**src/rtl/uart_pkg.sv**
```systemverilog
// Shared defaults for the UART subsystem.
// The reset-default baud divisor is computed here.
package uart_pkg;

  localparam int unsigned OVERSAMPLE_DEF = 16;
  localparam int unsigned DIV_WIDTH_DEF  = 16;
  localparam int unsigned FRAC_WIDTH_DEF = 4;

  // Integer clk cycles per rx tick; the fractional part is dropped.
  function automatic int unsigned default_div(input int unsigned clk_hz,
                                              input int unsigned baud,
                                              input int unsigned oversample);
    return clk_hz / (baud * oversample);
  endfunction

endpackage

```
**src/rtl/frac_tick_div.sv**
```systemverilog
// Integer+fractional clock divider that produces a one-cycle strobe.
// New divisors are shadowed and only take effect on a period boundary.
module frac_tick_div
  import uart_pkg::*;
#(
  parameter int unsigned            DIV_WIDTH  = DIV_WIDTH_DEF,
  parameter int unsigned            FRAC_WIDTH = FRAC_WIDTH_DEF,
  parameter logic [DIV_WIDTH-1:0]   RST_DIV    = DIV_WIDTH'(2)
) (
  input  logic                  clk,
  input  logic                  rst_n,
  input  logic                  en,
  input  logic [DIV_WIDTH-1:0]  div_int,
  input  logic [FRAC_WIDTH-1:0] div_frac,
  input  logic                  div_load,
  output logic                  tick,
  output logic                  wrap,
  output logic                  err
);

  logic [DIV_WIDTH-1:0]  act_int, act_int_nxt, pend_int;
  logic [FRAC_WIDTH-1:0] act_frac, act_frac_nxt, pend_frac, acc;
  logic                  pend_vld, carry, run;
  logic [DIV_WIDTH:0]    cnt, period_m1;
  logic [FRAC_WIDTH:0]   acc_sum;

  assign run       = en && !err;
  assign period_m1 = {1'b0, act_int} + (DIV_WIDTH+1)'(carry) - (DIV_WIDTH+1)'(1);
  assign wrap      = run && (cnt == period_m1);
  assign acc_sum   = {1'b0, acc} + {1'b0, act_frac_nxt};

  // A load while idle or on a wrap is applied at once; otherwise the pending copy waits for the wrap.
  always_comb begin
    act_int_nxt  = act_int;
    act_frac_nxt = act_frac;
    if (div_load && (!run || wrap)) begin
      act_int_nxt  = div_int;
      act_frac_nxt = div_frac;
    end else if (wrap && pend_vld) begin
      act_int_nxt  = pend_int;
      act_frac_nxt = pend_frac;
    end
  end

  always_ff @(posedge clk or negedge rst_n) begin
    if (!rst_n) begin
      act_int   <= RST_DIV;
      act_frac  <= '0;
      pend_int  <= RST_DIV;
      pend_frac <= '0;
      pend_vld  <= 1'b0;
      cnt       <= '0;
      acc       <= '0;
      carry     <= 1'b0;
      tick      <= 1'b0;
      err       <= 1'b0;
    end else begin
      act_int  <= act_int_nxt;
      act_frac <= act_frac_nxt;
      err      <= (act_int_nxt < DIV_WIDTH'(2));
      tick     <= wrap;

      if (div_load && run && !wrap) begin
        pend_int  <= div_int;
        pend_frac <= div_frac;
        pend_vld  <= 1'b1;
      end else if (div_load || wrap) begin
        pend_vld  <= 1'b0;
      end

      if (!run) begin
        cnt   <= '0;
        acc   <= '0;
        carry <= 1'b0;
      end else if (wrap) begin
        cnt          <= '0;
        {carry, acc} <= acc_sum;
      end else begin
        cnt <= cnt + (DIV_WIDTH+1)'(1);
      end
    end
  end

endmodule

```
**src/rtl/uart_baud_gen_frac.sv**
```systemverilog
// Fractional UART baud generator: rx_tick at OVERSAMPLE x baud, tx_tick at baud,
// with tx_tick coincident with every OVERSAMPLE-th rx_tick.
module uart_baud_gen_frac
  import uart_pkg::*;
#(
  parameter int unsigned CLK_HZ       = 100000000,
  parameter int unsigned DEFAULT_BAUD = 9600,
  parameter int unsigned OVERSAMPLE   = OVERSAMPLE_DEF,
  parameter int unsigned DIV_WIDTH    = DIV_WIDTH_DEF,
  parameter int unsigned FRAC_WIDTH   = FRAC_WIDTH_DEF
) (
  input  logic                  clk,
  input  logic                  rst_n,
  input  logic                  en,
  input  logic [DIV_WIDTH-1:0]  div_int,
  input  logic [FRAC_WIDTH-1:0] div_frac,
  input  logic                  div_load,
  output logic                  rx_tick,
  output logic                  tx_tick,
  output logic                  cfg_err
);

  localparam int unsigned OS_W = $clog2(OVERSAMPLE);
  localparam logic [OS_W-1:0] OS_LAST = OS_W'(OVERSAMPLE - 1);
  localparam logic [DIV_WIDTH-1:0] RST_DIV =
    DIV_WIDTH'(default_div(CLK_HZ, DEFAULT_BAUD, OVERSAMPLE));

  logic            wrap, div_tick, div_err;
  logic [OS_W-1:0] os_cnt;

  frac_tick_div #(
    .DIV_WIDTH  (DIV_WIDTH),
    .FRAC_WIDTH (FRAC_WIDTH),
    .RST_DIV    (RST_DIV)
  ) u_div (
    .clk      (clk),
    .rst_n    (rst_n),
    .en       (en),
    .div_int  (div_int),
    .div_frac (div_frac),
    .div_load (div_load),
    .tick     (div_tick),
    .wrap     (wrap),
    .err      (div_err)
  );

  // tx_tick is registered off the same wrap as rx_tick so the two line up.
  always_ff @(posedge clk or negedge rst_n) begin
    if (!rst_n) begin
      os_cnt  <= '0;
      tx_tick <= 1'b0;
    end else begin
      tx_tick <= wrap && (os_cnt == OS_LAST);
      if (!en || div_err)
        os_cnt <= '0;
      else if (wrap)
        os_cnt <= (os_cnt == OS_LAST) ? '0 : os_cnt + OS_W'(1);
    end
  end

  assign rx_tick = div_tick;
  assign cfg_err = div_err;

endmodule

```
**config.mk**
```make
export PLATFORM = sky130hd
export DESIGN_NAME = uart_baud_gen_frac
export DESIGN_NICKNAME = d
export VERILOG_FILES = /design/src/rtl/uart_pkg.sv /design/src/rtl/frac_tick_div.sv /design/src/rtl/uart_baud_gen_frac.sv
export SDC_FILE = /design/constraint.sdc
export NUM_CORES = 1
export LEC_CHECK = 0
export BUFFER_PORTS_ARGS = -buffer_cell sky130_fd_sc_hd__buf_2
export CAP_MARGIN = 20
export CORE_MARGIN = 3
export CORE_UTILIZATION = 25
export CTS_CLUSTER_SIZE = 14
export DETAILED_ROUTE_END_ITERATION = 10
export PLACE_DENSITY = 0.49
export SYNTH_ARGS = -nofsm -noshare
export SYNTH_HDL_FRONTEND = slang
export SYNTH_SLANG_ARGS = --single-unit
```
**constraint.sdc**
```tcl
create_clock -name clk -period 11.2 [get_ports clk]
set_clock_uncertainty 0.05 [all_clocks]
set_input_delay 3.36 -clock clk [delete_from_list [all_inputs] [get_ports clk]]
set_output_delay 3.36 -clock clk [all_outputs]
set_load 0.01 [all_outputs]
```
======== After elaboration in Yosys (flattened, before gate mapping) ========
Index checks and enable logic that the tools add are counted.
operators by class
  equality and inequality tests ........... 3
  reductions and logical operators ........ 16
  add/subtract/negate cells ............... 5
  multiplexer cells ....................... 15
  order comparisons ....................... 1
operators by type and width
  operator               number
  $mux 17                2
  $mux 16                2
  $mux 4                 7
  $add 16x1->17          1
  $add 17x1->17 const B  1
  $eq 17x17->1           1
  $sub 17x1->17 const B  1
  $lt 16x2->1 const B    1
  $logic_and 1x1->1      7
  $add 4x4->5            1
  $add 4x1->4 const B    1
  $eq 4x4->1 const B     1
  $logic_not 1->1        4
  $mux 1                 4
  $reduce_bool 2->1      2
  $logic_or 1x1->1       3
  $ne 2x1->1 const B     1
word-level totals
  register bits ........................... 70

======== Logic depth before layout (Yosys ltp) ========
Gate-level depths: netlist (run 1).
  depth after elaboration ................. 10
  mapped depth ............................ 20

======== Modules after synthesis ========
From an unflattened synthesis (run 1), not the netlist that was laid out.
second synthesis, totals
  cells, all modules ...................... 364
  area, all modules ....................... 3,887.5 um2
modules (own cells, without submodules)
  module              cells each  seq. area each (um2)  times used  area an instance (um2)
  frac_tick_div       342         1,639.1               1           3,652.3
  uart_baud_gen_frac  22          125.1                 1           235.2

======== Worst setup path before layout (run 1) ========
OpenSTA, ideal clock, no wires.
  path type ............................... input-to-reg
  from .................................... input port en
  to ...................................... register u_div.carry
  data required time ...................... 11.010 ns
  slack ................................... 5.589 ns
  cell stages on the path ................. 12
  arrival ................................. 5.420 ns
  cell sequence ........................... nor2b_1 o31ai_4 nand2_4 buf_6 clkbuf_1 a21oi_1 ha_1 fa_1 a21oi_1 nor2b_1 o21ai_0 o21ai_0
on the way
  cells in the longest elaborated chain, start to end .. 8
RTL lines
  element                                                       RTL line                                  text
  from (decl)                                                   uart_baud_gen_frac.sv:14                  input logic en,
  $logic_and 1x1->1 *                                           frac_tick_div.sv:27                       assign run = en && !err;
  $logic_and 1x1->1 / $logic_not 1->1 (equally long branches)   frac_tick_div.sv:29, frac_tick_div.sv:36
  $logic_and 1x1->1 / $logic_or 1x1->1 (equally long branches)  frac_tick_div.sv:39, frac_tick_div.sv:36
  $mux 4 / $logic_and 1x1->1 (equally long branches)            frac_tick_div.sv:39, frac_tick_div.sv:36
  $mux 4 *                                                      frac_tick_div.sv:36                       if (div_load && (!run || wrap)) begin
  via u_div.act_frac_nxt[0]                                     frac_tick_div.sv:22                       logic [FRAC_WIDTH-1:0] act_frac, act_frac_nxt, pend_frac, acc;
  $add 4x4->5 *                                                 frac_tick_div.sv:30                       assign acc_sum = {1'b0, acc} + {1'b0, act_frac_nxt};
  $mux 1 *                                                      frac_tick_div.sv:75                       end else if (wrap) begin
  $mux 1 *                                                      frac_tick_div.sv:71                       if (!run) begin
  to (signal assigned)                                          frac_tick_div.sv:77                       {carry, acc} <= acc_sum;
  to (decl)                                                     frac_tick_div.sv:23                       logic pend_vld, carry, run;
The timed path passes the listed nets; every way through them passes the cells marked *. The select of a mux whose other input is x is not followed.
A chain may end at the register's enable or synchronous reset.

======== Worst setup path after layout (run 1) ========
Ends and elaborated chain as after synthesis.

==> results.ini, run 1 <==
[cts]
clkTransAtPathRegs_ps=60
clk-insertion-delay-late_ps=330
cts_sinks=70
cts_tree=done
cts_buffers=9
htree_levels=3
hold_buffers=0
clockBufferDepth=2
cts_root_buf=clkbuf_16
cts_resized=0
postCtsSetupBuffers=0

[layout]
fin_nets=444
finalNonFillerCells=600
drive_gt1_share_pct=20.2
multi_input_area_mm2=0.00193
area_growth_syn_to_layout_pct=16.9
n_fill_cell=1540
diodes=0
seq_area_mm2=0.00176
final_area_mm2=0.00455

[run_status]
status=complete, no violations

[routing]
antenna_left=0
wl_per_cell_um=14.4
via_count=2773
postRouteWirelength_um=8650
first_pass_iters=4
drt_drc_violations_left=0
drt-initial-drc-count=105
avgViaCountPerCell=4.62

[sta]
final-max-slew-violation-count=0
slew_headroom_pct=33.6
tightest_slew_ps=987
fin_crit_sh_pct=50.2
post-route-min-period_ps=5630
max_freq_ghz=0.178
grt_setup_unrepaired=false
report.final.setup_viol=0
hold_viol=0
setup_ws_ps=5570
finalSetupTns_ps=0

[worst_setup_path]
crit_path_start_kind=input pin
cp.arrival_ps=5760
cp-end-kind=flip-flop
path_class=input pin to flip-flop
path_max_fanout=20
crit_slowest_cell=fa_1
crit_chain=buf_2 > nor2b_1 > nand2_1 > nor4_4 > buf_4 > mux2i_1 > a21oi_1 > ha_1 > fa_1 > a21oi_1 > nor2b_1 > o21ai_0 > o21ai_0
slowest_delay_ps=400
cp_data_required_time_ps=11330

[power]
powerDensity_mw_per_mm2=159
peakVddDrop_uv=96.0
p_leak_nw=1.96

[synth]
ys.flop_type=dfrtp_1
yosysMostFrequentCell=dfrtp_1
ys_warn_count=0
synth.distinct_cells=54
synth-edff-count=0
yosysTopAreaCell=dfrtp_1
synth_common_cells=60 x dfrtp_1, 33 x inv_1, 33 x nor2_1, 24 x nand2_1, 21 x o21ai_0
synth_nets=418
syn_area_mm2=0.00389
synthTopCellsByArea=dfrtp_1 39%, dfstp_2 6.8%, mux2i_1 5.1%
synth-async-reset-ratio_pct=100
yosysSeqAreaShare_pct=45.3
ys_seq_elements=70
yosysTopAreaCellShare_pct=38.6
synth_area_per_cell_um2=10.1
synthCells=385

[global_routing]
grt_pass1_vias=2736
track_usage_pct=10.8
grt_pass1_wl_um=14400
grt_max_degree=71
grt_remaining_overflow=0
antenna_found_initial=0

[die]
fp.dieH_um=131
die_width_um=131
core_mm2=0.0149
ioPinCount=27
start_util_pct=26.2
die-area_mm2=0.0171
num_rows=44

[placement]
dp_slack_ps=5210
portBuffers=26
dpl_cell_area_mm2=0.00420
dp_hpwl_um=6200
globalplace.congestion=0.834
numPlacedInstances=584

[run]
drv_cap=0

[worst_hold_path]
hold_class=flip-flop to flip-flop

==> worst paths after layout <==
kind | startpoint | to | depth (start not counted) | slack, ps
max | en | u_div.carry | 13 | 5570
min reg2reg | u_div.pend_int[12] | u_div.pend_int[12] | 2 | 430
min | u_div.pend_int[12] | u_div.pend_int[12] | 2 | 430
min in group asynchronous | rst_n | u_div.act_frac[3] | 2 | 3170
max reg2reg | u_div.act_int[0] | u_div.carry | 17 | 5960
max in group asynchronous | rst_n | u_div.cnt[15] | 2 | 7330
==> final cells by class <==
type | instances | area share [%]
inverter | 33 | 2.72
tap | 184 | 5.06
clock buffer | 11 | 5.34
sequential | 70 | 38.8
multi-input combinational | 268 | 42.4
clock inverter | 5 | 2.34
timing repair buffer | 29 | 3.36
==> cell families after synthesis <==
kind of cell	after synthesis	share of synthesized area [%]
adders and majority gates	9	3.09
and+or+nand+nor	130	18.3
AOI/OAI and AO/OA	53	8.87
buffers and inverters	47	5.34
DFF	70	45.3
muxes	41	11.2
xor gates and xnor gates	35	7.88
==> cell usage in the layout, fill, tap and decap left out, drive strengths merged, types with 2 or more instances in the layout <==
cell	instances
a21o	2
a21oi	12
a22o	5
a31oi	2
and2	2
and3	4
and4	2
buf	29
bufinv	3
clkbuf	11
dfrtp	60
dfstp	10
ha	8
inv	33
mux2	21
mux2i	20
nand2	26
nand2b	5
nand3	11
nand4	9
nor2	35
nor2b	6
nor3	7
nor3b	2
nor4	8
o211ai	3
o21ai	21
or3	5
or4b	2
xnor2	16
xor2	19
==> where the power goes <==
| part | total [mW] | switching, mW | internal, mW |
|---|---|---|---|
| Clock | 0.332 | 0.108 | 0.224 |
| Combinational | 0.0888 | 0.0487 | 0.0402 |
| Sequential | 0.302 | 0.0236 | 0.278 |
| Total | 0.722 | 0.180 | 0.542 |
==> worst max-delay path: cells and delay by family <==
family / cells / cell delay (ps)
AO/OA/AOI/OAI: 4 / 510
adder cells (fa/ha/maj): 2 / 640
buffers and inverters: 2 / 460
multiplexers: 1 / 220
AND/OR/NAND/NOR: 4 / 570
==> stage by stage <==
| step | hold slack [ps] | utilization (%) | total power [mW] |
|---|---|---|---|
| 2_1_floorplan | 400 | - | 0.366 |
| 3_3_place_gp | 423 | 28.2 | 0.394 |
| 3_5_place_dp | 427 | 28.2 | 0.396 |
| 4_1_cts | 438 | 30.6 | 0.734 |
| 5_1_grt | 466 | 30.6 | 0.761 |
| 6_report | 433 | 30.6 | 0.722 |
==> layer usage <==
layer	global-route usage, %	vias up	wire length [um]	share of wire, %
li1	-	1380	-	-
met1	14.7	1342	4270	49
met2	16.9	43	4000	46
met3	2.85	8	270	3.1
met4	3.51	0	105	1.2
met5	0	-	0	0
==> state kept, by name, indices dropped and copies added, names as in the netlist <==
signal and count:
os_cnt 4, tx_tick 1, u_div.acc 4, u_div.act_frac 4, u_div.act_int 16, u_div.carry 1
u_div.cnt 17, u_div.err 1, u_div.pend_frac 4, u_div.pend_int 16, u_div.pend_vld 1, u_div.tick 1
Power figures use the tool's default switching activity.
==> run 2: changes to the inputs <==
- ABC_AREA: unset -> 1
- clock period: 11.2 -> 5.7 ns (I/O delays scaled with it)
==> results.ini, run 2 <==
[run_status]
status=complete, no violations

[cts]
cts_root_buf=clkbuf_16
cts_tree=done
cts_resized=0  ; unchanged
cts_sinks=70  ; unchanged
htree_levels=3  ; unchanged
clk-insertion-delay-late_ps=330  ; about the same
hold_buffers=0  ; unchanged
clockBufferDepth=2  ; unchanged
postCtsSetupBuffers=0  ; unchanged
cts_buffers=9  ; unchanged
clkTransAtPathRegs_ps=60  ; about the same

[worst_setup_path]
crit_slowest_cell=dfstp_2
cp.arrival_ps=4190  ; -1570 ps
critPathLaunch=u_div.act_int[0]
path_class=flip-flop to flip-flop
crit_path_start_kind=flip-flop
reg2reg_depth=16  ; -1
cp-end-kind=flip-flop
cp_data_required_time_ps=5870  ; -5460 ps
rr_startpoint=u_div.act_int[0]
path_max_fanout=18  ; -10%
critPathBufInv=2  ; unchanged
r2r-end=u_div.acc[1]
ff2ff_setup_slack_ps=1680  ; -4280 ps
slowest_delay_ps=540  ; +140 ps
cpMostUsedCell=ha_1
worst_path_dominant_cell_family=adder cells
crit_chain=inv_1 > ha_1 > ha_1 > xnor2_1 > nor2_1 > o21ai_0 > nor2_1 > nand2_1 > nor2_4 > nand4_4 > inv_1 > o21ai_0 > o22ai_1 > ha_1 > fa_1 > a22o_1

[layout]
drive_gt1_share_pct=13.7  ; -6.5 points
diodes=0  ; unchanged
final_cell_mix=181 x nand2_1, 93 x inv_1, 60 x dfrtp_1
final_common_cell=nand2_1
area_growth_syn_to_layout_pct=14.1
final_area_mm2=0.00505  ; +11%
largest_register_ffs=17  ; unchanged
largest_registers=u_div.cnt (17), u_div.act_int (16), u_div.pend_int (16)
regMostFlops=u_div.cnt
fin_nets=662  ; +49%

[synth]
yosysTopAreaCellShare_pct=33.9  ; -4.7 points
synth-edff-count=0  ; unchanged
synthMuxAreaShare_pct=0  ; -11 points
synthCells=605  ; +57%
synth_nets=638  ; +53%
synthTopCellsByArea=dfrtp_1 34%, nand2_1 15%, inv_1 7.9%
synth_area_per_cell_um2=7.32  ; -28%
ys_warn_count=0  ; unchanged
synth_common_cells=181 x nand2_1, 93 x inv_1, 60 x dfrtp_1, 56 x nor2_1, 47 x nand3_1
synth-xor-area-share_pct=3.56  ; -4.3 points
synth_fa_ha_area_share_pct=2.71  ; -0.38 points
ys_seq_elements=70  ; unchanged
yosysTopAreaCell=dfrtp_1
synth.distinct_cells=41  ; -24%
yosys.area_share.simple_pct=36.0  ; +18 points
syn_area_mm2=0.00443  ; +14%
synth_top_family_by_area=simple AND/OR/NAND/NOR gates
synth-async-reset-ratio_pct=100  ; unchanged
yosysMostFrequentCell=nand2_1
ys.flop_type=dfrtp_1
synth-compound-area-share_pct=7.43  ; -1.4 points
yosysSeqAreaShare_pct=39.8  ; -5.5 points

[placement]
dpl_cell_area_mm2=0.00475  ; +13%
dp_hpwl_um=8100  ; +31%
portBuffers=26  ; unchanged
globalplace.congestion=0.794  ; -4.9%

[routing]
wl_per_cell_um=12.4  ; -14%
antenna_left=0  ; unchanged
avgViaCountPerCell=4.23  ; -8.6%
drt-initial-drc-count=152  ; +45%
drt_drc_violations_left=0  ; unchanged
first_pass_iters=4  ; unchanged
via_count=3630  ; +31%
postRouteWirelength_um=10700  ; +24%

[global_routing]
grt_pass1_vias=3545  ; +30%
grt_pass1_wl_um=17800  ; +24%
grt_max_degree=71  ; unchanged
track_usage_pct=11.4  ; +0.52 points
antenna_found_initial=0  ; unchanged
grt_remaining_overflow=0  ; unchanged

[sta]
max_freq_ghz=0.249
final-max-slew-violation-count=0  ; unchanged
grt_setup_unrepaired=false
finalSetupTns_ps=0  ; unchanged
report.final.setup_viol=0  ; unchanged
slew_headroom_pct=39.0  ; +5.3 points
fin_crit_sh_pct=70.5
post-route-min-period_ps=4020
tightest_slew_ps=915  ; -71.6 ps
hold_viol=0  ; unchanged

[power]
powerDensity_mw_per_mm2=260  ; +63%
peakVddDrop_uv=172  ; +79%
p_leak_nw=2.54  ; +30%

[worst_hold_path]
hold_depth=2  ; unchanged
min_from=u_div.pend_int[2]
worstHoldEndpoint=u_div.pend_int[2]
hold_class=flip-flop to flip-flop

[run]
drv_cap=0  ; unchanged

[die]
ioPinCount=27  ; unchanged
start_util_pct=25.6  ; -0.56 points
die_width_um=139  ; +6.4%
fp.dieH_um=139  ; +6.4%
die-area_mm2=0.0194  ; +13%
core_mm2=0.0173  ; +16%
num_rows=48  ; +9.1%

-- run 2: how the worst max path moves through the flow --
stage,to,slack (ps),cells after the start
4_1_cts,u_div.acc[1],1660,16
5_1_grt,u_div.acc[3],1300,18
2_1_floorplan,u_div.acc[2],1920,12
3_5_place_dp,u_div.acc[2],1560,11
6_report,u_div.acc[1],1680,16
3_3_place_gp,u_div.acc[2],1620,11
-- run 2: worst reg2reg max path, stage by stage, from the launching register on --
cell and delay [ps]:
dfstp_2 540, inv_1 40, ha_1 240, ha_1 330
xnor2_1 130, nor2_1 230, o21ai_0 140, nor2_1 140
nand2_1 100, nor2_4 160, nand4_4 290, inv_1 330
o21ai_0 140, o22ai_1 180, ha_1 220, fa_1 420
a22o_1 230
-- run 2: area by class of cell --
type	instances	area (um^2)
fill	1969	12200
multi-input combinational	424	2200
sequential	70	1760
inverter	96	365
tap	225	282
clock buffer	10	239
timing repair buffer	28	168
clock inverter	6	37.5
-- run 2: cells by family (layout without fill, tap and decap cells) --
logic type      Yosys count  in the layout
simple gates            337            337
compound gates           60             60
fa+ha+maj                 9              9
xor+xnor                 18             18
flops                    70             70
buf+inv                 111            140
-- run 2: metal layers --
metal  GRT usage [%]  share of wire [%]  wire length, um
met1            16.1                 52             5520
met2            17.8                 45             4800
met3            2.21                2.6              277
met4            2.78               0.85               91
met5               0                  0                0
-- run 2: stage by stage --
step | setup slack, ps | power, mW | cells | utilization [%] | hold slack (ps)
global placement | 1620 | 0.805 | 842 | 27.5 | 415
detailed placement | 1560 | 0.805 | 842 | 27.5 | 424
CTS | 1660 | 1.33 | 858 | 29.1 | 439
global route | 1300 | 1.39 | 859 | 29.2 | 461
finish | 1680 | 1.31 | 859 | 29.2 | 432
floorplan | 1920 | 0.739 | 605 | - | 401
-- run 2: report_power, final --
| part | switching (mW) | internal [mW] |
|---|---|---|
| Combinational | 0.134 | 0.0745 |
| Clock | 0.212 | 0.304 |
| Sequential | 0.0455 | 0.542 |
